--- src/rtl/gpr_wb_arb.sv ---
// GPR writeback arbiter: ALU/LSU -> single register-file write port, with scoreboard.
// Define GPR_WB_RR_EN for round-robin contention; default is fixed priority with starvation override.
module gpr_wb_arb #(
  parameter int unsigned STARVE_MAX = 4
) (
  input  logic        cpu_clk,
  input  logic        cpu_rstn,
  input  logic        alu_wb_valid,
  input  logic [4:0]  alu_wb_addr,
  input  logic [31:0] alu_wb_data,
  output logic        alu_wb_ready,
  input  logic        lsu_wb_valid,
  input  logic [4:0]  lsu_wb_addr,
  input  logic [31:0] lsu_wb_data,
  output logic        lsu_wb_ready,
  output logic        gpr_wen,
  output logic [4:0]  gpr_waddr,
  output logic [31:0] gpr_wdata,
  input  logic        sb_set,
  input  logic [4:0]  sb_set_addr,
  output logic [31:0] sb_busy
);

  logic        grant_alu;
  logic        acc;
  logic [4:0]  acc_addr;
  logic [31:0] acc_data;

  logic        wen_q, wen_d;
  logic [4:0]  waddr_q, waddr_d;
  logic [31:0] wdata_q, wdata_d;
  logic [31:0] busy_q, busy_d;

`ifdef GPR_WB_RR_EN
  logic last_alu_q, last_alu_d;

  always_comb begin
    grant_alu = alu_wb_valid & ~lsu_wb_valid;
    if (alu_wb_valid && lsu_wb_valid)
      grant_alu = ~last_alu_q;
  end

  always_comb begin
    last_alu_d = last_alu_q;
    if (acc)
      last_alu_d = alu_wb_ready;
  end

  always_ff @(posedge cpu_clk or negedge cpu_rstn) begin
    if (!cpu_rstn) last_alu_q <= 1'b1;
    else           last_alu_q <= last_alu_d;
  end
`else
  localparam int CW = $clog2(STARVE_MAX + 1) + 1;
  logic [CW-1:0] cnt_q, cnt_d;

  always_comb begin
    grant_alu = alu_wb_valid & ~lsu_wb_valid;
    if (alu_wb_valid && lsu_wb_valid)
      grant_alu = (cnt_q >= CW'(STARVE_MAX));
  end

  // Saturating count of consecutive denied ALU cycles
  always_comb begin
    cnt_d = '0;
    if (alu_wb_valid && !alu_wb_ready) begin
      if (cnt_q >= CW'(STARVE_MAX)) cnt_d = cnt_q;
      else                          cnt_d = cnt_q + CW'(1);
    end
  end

  always_ff @(posedge cpu_clk or negedge cpu_rstn) begin
    if (!cpu_rstn) cnt_q <= '0;
    else           cnt_q <= cnt_d;
  end
`endif

  assign alu_wb_ready = cpu_rstn & alu_wb_valid & grant_alu;
  assign lsu_wb_ready = cpu_rstn & lsu_wb_valid & ~grant_alu;

  assign acc      = alu_wb_ready | lsu_wb_ready;
  assign acc_addr = alu_wb_ready ? alu_wb_addr : lsu_wb_addr;
  assign acc_data = alu_wb_ready ? alu_wb_data : lsu_wb_data;

  // x0 writes are consumed but never reach the register file
  always_comb begin
    wen_d   = acc && (acc_addr != 5'd0);
    waddr_d = waddr_q;
    wdata_d = wdata_q;
    if (wen_d) begin
      waddr_d = acc_addr;
      wdata_d = acc_data;
    end
  end

  always_comb begin
    busy_d = busy_q;
    if (wen_d)
      busy_d[acc_addr] = 1'b0;
    if (sb_set && sb_set_addr != 5'd0)
      busy_d[sb_set_addr] = 1'b1;
    busy_d[0] = 1'b0;
  end

  always_ff @(posedge cpu_clk or negedge cpu_rstn) begin
    if (!cpu_rstn) begin
      wen_q   <= 1'b0;
      waddr_q <= '0;
      wdata_q <= '0;
      busy_q  <= '0;
    end else begin
      wen_q   <= wen_d;
      waddr_q <= waddr_d;
      wdata_q <= wdata_d;
      busy_q  <= busy_d;
    end
  end

  assign gpr_wen   = wen_q;
  assign gpr_waddr = waddr_q;
  assign gpr_wdata = wdata_q;
  assign sb_busy   = busy_q;

endmodule

--- config.mk ---
export PLATFORM = sky130hd
export DESIGN_NAME = gpr_wb_arb
export DESIGN_NICKNAME = d
export VERILOG_FILES = /design/src/rtl/gpr_wb_arb.sv
export SDC_FILE = /design/constraint.sdc
export NUM_CORES = 1
export LEC_CHECK = 0
export ABC_CLOCK_PERIOD_IN_PS = 2300
export CAP_MARGIN = 20
export CORE_ASPECT_RATIO = 2
export CORE_MARGIN = 1
export CORE_UTILIZATION = 45
export CTS_BUF_LIST = sky130_fd_sc_hd__clkbuf_4 sky130_fd_sc_hd__clkbuf_8
export DETAILED_ROUTE_END_ITERATION = 8
export GPL_TIMING_DRIVEN = 1
export PLACE_DENSITY = 0.93
export SYNTH_ARGS = -nofsm -noshare
export SYNTH_HDL_FRONTEND = slang
export SYNTH_SLANG_ARGS = --single-unit
--- constraint.sdc ---
create_clock -name cpu_clk -period 2.3 [get_ports cpu_clk]
set_input_delay 0.46 -clock cpu_clk [delete_from_list [all_inputs] [get_ports cpu_clk]]
set_output_delay 0.46 -clock cpu_clk [all_outputs]
set_load 0.01 [all_outputs]
# --- Yosys cells after proc, flatten, opt, wreduce, memory -nomap -nowiden ---
# Cells that the tools add are included.
op_classes:
  n_addsub: 1
  order_cmp: 5
  n_eq_ne: 1
  muxes: 11
  n_bitwise: 11
  n_reduce_logical: 9
ops:
  columns: ["op", "count"]
  rows:
  - ["$mux 32", 3]
  - ["$and 32x32->32", 1]
  - ["$not 32->32", 1]
  - ["$or 32x32->32", 1]
  - ["$lt 5x6->1 const B", 2]
  - ["$demux 1 s5", 2]
  - ["$ge 5x1->1 const B", 2]
  - ["$reduce_bool 5->1", 2]
  - ["$mux 4", 2]
  - ["$logic_and 1x1->1", 6]
  - ["$and 1x1->1", 5]
  - ["$mux 5", 1]
  - ["$add 4x1->4 const B", 1]
  - ["$ge 4x3->1 const B", 1]
  - ["$mux 1", 3]
  - ["$ne 2x2->1 const B", 1]
  - ["$not 1->1", 2]
  - ["$logic_not 1->1", 1]
  - ["$or 1x1->1", 1]
word_totals:
  ff_bits: 73
  output_inout_bits: 72

# --- Depth between registers and ports, before layout ---
# Gate-level depths: netlist of run 1.
depth:
  ltp_word: 14
  depth_mapped: 7
  mapped_depth_nobuf: 4

# --- Worst setup path after synthesis of run 1 ---
# OpenSTA, ideal clock, no wires.
synth_timing:
  path_kind: "input port to flip-flop"
  from: "input port lsu_wb_valid"
  to: "register waddr_q[4], in the netlist gpr_waddr[4]"
  setup_time_ps: 125
  t_arrival_ps: 1873
  slack_ps: 302
  path_stages: 7
  n_path_buf: 3
  cell_sequence: "or3b_2 buf_2 nand4_1 o311a_1 buf_6 buf_12 mux2_4"
synth_via:
  elab_chain_cells: 7
  elab_cells_between_ends: 12
  cone_classes: "2 x mux; 7 x bitwise; 3 x reduce/logical"
synth_lines:
  columns: ["item", "line", "rtl"]
  rows:
  - ["start, declared", "12", "input logic lsu_wb_valid,"]
  - ["$not 1->1", "58", "grant_alu = alu_wb_valid & ~lsu_wb_valid;"]
  - ["$and 1x1->1", "58", null]
  - ["$mux 1", "59", "if (alu_wb_valid && lsu_wb_valid)"]
  - ["$and 1x1->1 / $not 1->1 (equally long branches)", "78, 79", null]
  - ["$mux 5 / $and 1x1->1 (equally long branches)", "82, 79", null]
  - ["$reduce_bool 5->1 / $or 1x1->1 (equally long branches)", "87, 81", null]
  - ["$logic_and 1x1->1", "87", "wen_d = acc && (acc_addr != 5'd0);"]
  - ["end signal, assigned", "113", "waddr_q <= waddr_d;"]
  - ["end, declared", "30", "logic [4:0] waddr_q, waddr_d;"]
# Several ways; a longest one is shown, not always the timed one.
# A chain may end at the register's enable or synchronous reset.

# --- Final worst setup path of run 1 ---
layout_timing:
  from: "input port lsu_wb_valid"
  to: "output port lsu_wb_ready"
layout_via:
  elab_chain_cells: 5
  elab_cells_between_ends: 7
  cone_classes: "1 x mux; 5 x bitwise; 1 x reduce/logical"
layout_lines:
  columns: ["item", "line", "rtl"]
  rows:
  - ["$not 1->1", "58", null]
  - ["$and 1x1->1", "58", null]
  - ["$mux 1", "59", null]
  - ["$not 1->1", "79", "assign lsu_wb_ready = cpu_rstn & lsu_wb_valid & ~grant_alu;"]
  - ["$and 1x1->1 (*)", "79", null]
  - ["end, declared", "15", "output logic lsu_wb_ready,"]
# Every way passes the cells marked *; elsewhere a longest branch is shown, timed or not.

==> results of run 1 <==
area by class of cell:
type / count / area [um2]
clock buffer: 9 / 123.9
clock inverter: 7 / 77.57
fill: 657 / 2634
inverter: 41 / 153.9
multi-input combinational: 218 / 1854
sequential: 73 / 1827
tap: 100 / 125.1
timing repair buffer: 186 / 1793
power groups by stage:
stage	combinational, mW	sequential [mW]	clock [mW]
6_report	1.43	1.70	1.02
5_1_grt	1.53	1.74	1.09
4_1_cts	1.44	1.71	1.03
3_5_place_dp	1.43	1.72	0
3_3_place_gp	1.39	1.72	0
2_1_floorplan	0.455	1.83	0
kinds of logic (layout without fill, tap and decap cells):
| kind of cell | after synthesis | in the layout | synth area share [%] |
|---|---|---|---|
| buffers and inverters | 59 | 243 | 7.091 |
| AND/OR/NAND/NOR | 53 | 53 | 8.103 |
| other | 1 | 1 | 0.09488 |
| AO/OA/AOI/OAI | 97 | 97 | 16.97 |
| XOR/XNOR | 1 | 1 | 0.2216 |
| multiplexers | 65 | 65 | 20.99 |
| flip-flops | 73 | 73 | 46.22 |
| adder cells (fa/ha/maj) | 1 | 1 | 0.3165 |
critical path: stages:
cell and delay (ns):
clkdlybuf4s50_1 0.53, and3_1 0.17, clkdlybuf4s50_1 0.55
stage by stage:
stage | TNS, ns | total power [mW] | instance area (um2)
global placement | -6.724 | 3.100 | 5752
finish | 0 | 4.151 | 5954
CTS | 0 | 4.172 | 5952
floorplan | 0 | 2.284 | 3953
detailed placement | -8.313 | 3.159 | 5752
global route | 0 | 4.354 | 5954
worst paths after layout:
kind | slack (ns) | cells past startpoint | endpoint | startpoint
worst min register to register | 0.51 | 1 | gpr_wdata[22] | gpr_wdata[22]
min in group cpu_clk | 0.48 | 2 | cnt_q[3] | alu_wb_valid
worst max-delay path | 0.13 | 3 | lsu_wb_ready | lsu_wb_valid
worst max register to register | 0.31 | 5 | gpr_wdata[21] | cnt_q[2]
max in group asynchronous | 1.50 | 2 | sb_busy[21] | cpu_rstn
worst min-delay path | 0.06 | 2 | sb_busy[12] | cpu_rstn
state kept, by name, summed over array words and instances, names as in the netlist:
register / count
gpr_wdata: 32
gpr_wen: 1
cnt_q: 4
sb_busy: 31
gpr_waddr: 5
cell usage after synthesis:
library cell / n / share of area, %
buf_2: 3 / 0.38
buf_1: 3 / 0.28
conb_1: 1 / 0.095
xnor2_1: 1 / 0.22
a311oi_1: 1 / 0.22
o311a_1: 1 / 0.25
nand2b_1: 3 / 0.47
mux2_4: 26 / 9.9
mux2_2: 39 / 11
or3_1: 1 / 0.16
ha_1: 1 / 0.32
or4_4: 1 / 0.28
and2_1: 1 / 0.16
and3_1: 2 / 0.32
buf_4: 1 / 0.19
nor3b_2: 1 / 0.32
nand2_1: 6 / 0.57
o21ai_0: 5 / 0.63
or4_1: 2 / 0.38
o22ai_1: 32 / 5.1
clkbuf_1: 7 / 0.66
buf_6: 1 / 0.28
o32ai_1: 3 / 0.66
a21oi_1: 11 / 1.4
nand3_1: 9 / 1.1
o2111ai_1: 12 / 2.7
buf_12: 2 / 1.0
buf_8: 1 / 0.38
dfrtp_1: 73 / 46
nor3_1: 1 / 0.13
nand4b_1: 4 / 0.89
o21a_1: 1 / 0.19
a22oi_1: 31 / 5.9
inv_1: 41 / 3.9
nor2b_1: 2 / 0.32
or3b_2: 2 / 0.44
nand4_1: 4 / 0.63
nand3b_1: 4 / 0.76
nor2_1: 8 / 0.76
nor3b_1: 2 / 0.38
what timing repair did:
action                                  4_1_cts  5_1_grt
pin swaps                                     0        0
gates resized for setup                       1        1
endpoints found under the setup margin        1        1
layer usage:
| metal | part of all wire, % | global-route usage, % | up-vias | wire length (um) |
|---|---|---|---|---|
| li1 | - | - | 1663 | - |
| met1 | 33 | 27.61 | 1732 | 3925 |
| met4 | 5.0 | 15.86 | 0 | 601 |
| met3 | 5.7 | 6.419 | 51 | 686 |
| met2 | 56 | 50.60 | 191 | 6752 |
| met5 | 0 | 0 | - | 0 |
==> reports/metrics.cfg, run 1 <==
[synth]
yosysWarnings=0
syn_inst=350
ys_seq_elements=73
syn_area_per_cell_um2=11.29
ys_seq_area_share_pct=46.22
syn-cell-area_um2=3953
synth.distinct_cells=40
syn-num-nets=435

[timing]
rsz0062_at_grt=no
hold_ws_ns=0.05639
maxSlewHeadroom_pct=49.23
slew_violations=0
max_freq_mhz=460.3
finalClockSkew_ns=0.005114
tightest_slew_ns=0.7616
fin_ws_ns=0.1275
fin_crit_ns=2.172
hold_violations=0
setup_violations=0
finalCritPeriodShare_pct=94.45

[finish]
drive_above_1_share_pct=22.47
nets=614
final_cell_mix=151 x clkdlybuf4s50_1, 73 x dfrtp_1, 41 x inv_1
layout_commonest_cell=clkdlybuf4s50_1
area_delta_synth_final_pct=50.65
antenna_cells=0
fin_util_pct=69.33
finalNonFillerCells=634

[route]
drt-initial-drc-count=215
drt-pass1-iter-count=6
antenna_left=0
routed_wl_um=11970
wl_per_cell_um=18.87
drc=0
vias=3637
via_per_inst=5.737

[global_routing]
grt_pass1_vias=3858
grt_usage_pct=28.05
overflow=0
grt_max_degree=63
antenna_found_initial=0
grt_first_pass_wirelength_um=18860

[clock_network]
worstSkewPairLatency_ns=0.36
cts_tree=done
clk_pin_slew_ns=0.08
cts-htree-levels=3
cts_hold_buf=0
cts_made_buffers=9
cts_sinks=73
cts_setup_buffers=0
clk_path_buf_depth=2
clockRootBuffer=clkbuf_8

[placed_design]
place_ws_ns=-0.2558
dp_hpwl_um=9459
port_buffers=154
gp_congestion=0.9914
dp_cells=618

[power]
ir_worst_vdd_mv=0.4963
power_frac_seq_pct=41.0
p_int_mw=2.914
p_switching_mw=1.237
sw_frac_of_total_pct=29.80
leakagePower_nw=2.543
power_frac_clock_pct=24.6
power_density_nw_per_um2=697.1
p_comb_share_pct=34.4

[critical_path]
crit_type=in -> out
worstSetupStartpointType=input port
end_kind=output port
crit_required_ns=1.84
worst-path-max-fanout=5
critPathArrivalTime_ns=1.71

[floorplan]
core_um2=8588
die_w_um=68.27
die-area_um2=9185
initial_utilization_pct=46.02
die_h_um=134.5
io_pins=156
rows=48

[run_status]
status=finished, final reports clean

[job]
maxCapViolCount=0

[min_path]
hold_class=in -> async

Note: power is estimated with default switching activity, not from simulation.
==> run 2, diff against run 1 <==
--- a/config.mk
+++ b/config.mk
@@ -6,7 +6,6 @@
 export NUM_CORES = 1
 export LEC_CHECK = 0
 export ABC_CLOCK_PERIOD_IN_PS = 2300
-export CAP_MARGIN = 20
 export CORE_ASPECT_RATIO = 2
 export CORE_MARGIN = 1
 export CORE_UTILIZATION = 45
==> results of run 2 <==
The final DEF is identical to that of run 1; final timing and power are the same.
==> run 3, diff against run 2 <==
--- a/config.mk
+++ b/config.mk
@@ -10,6 +10,7 @@
 export CORE_MARGIN = 1
 export CORE_UTILIZATION = 45
 export CTS_BUF_LIST = sky130_fd_sc_hd__clkbuf_4 sky130_fd_sc_hd__clkbuf_8
+export CTS_CLUSTER_SIZE = 20
 export DETAILED_ROUTE_END_ITERATION = 8
 export GPL_TIMING_DRIVEN = 1
 export PLACE_DENSITY = 0.93
==> results of run 3 <==
The final DEF is identical to that of run 1; final timing and power are the same.
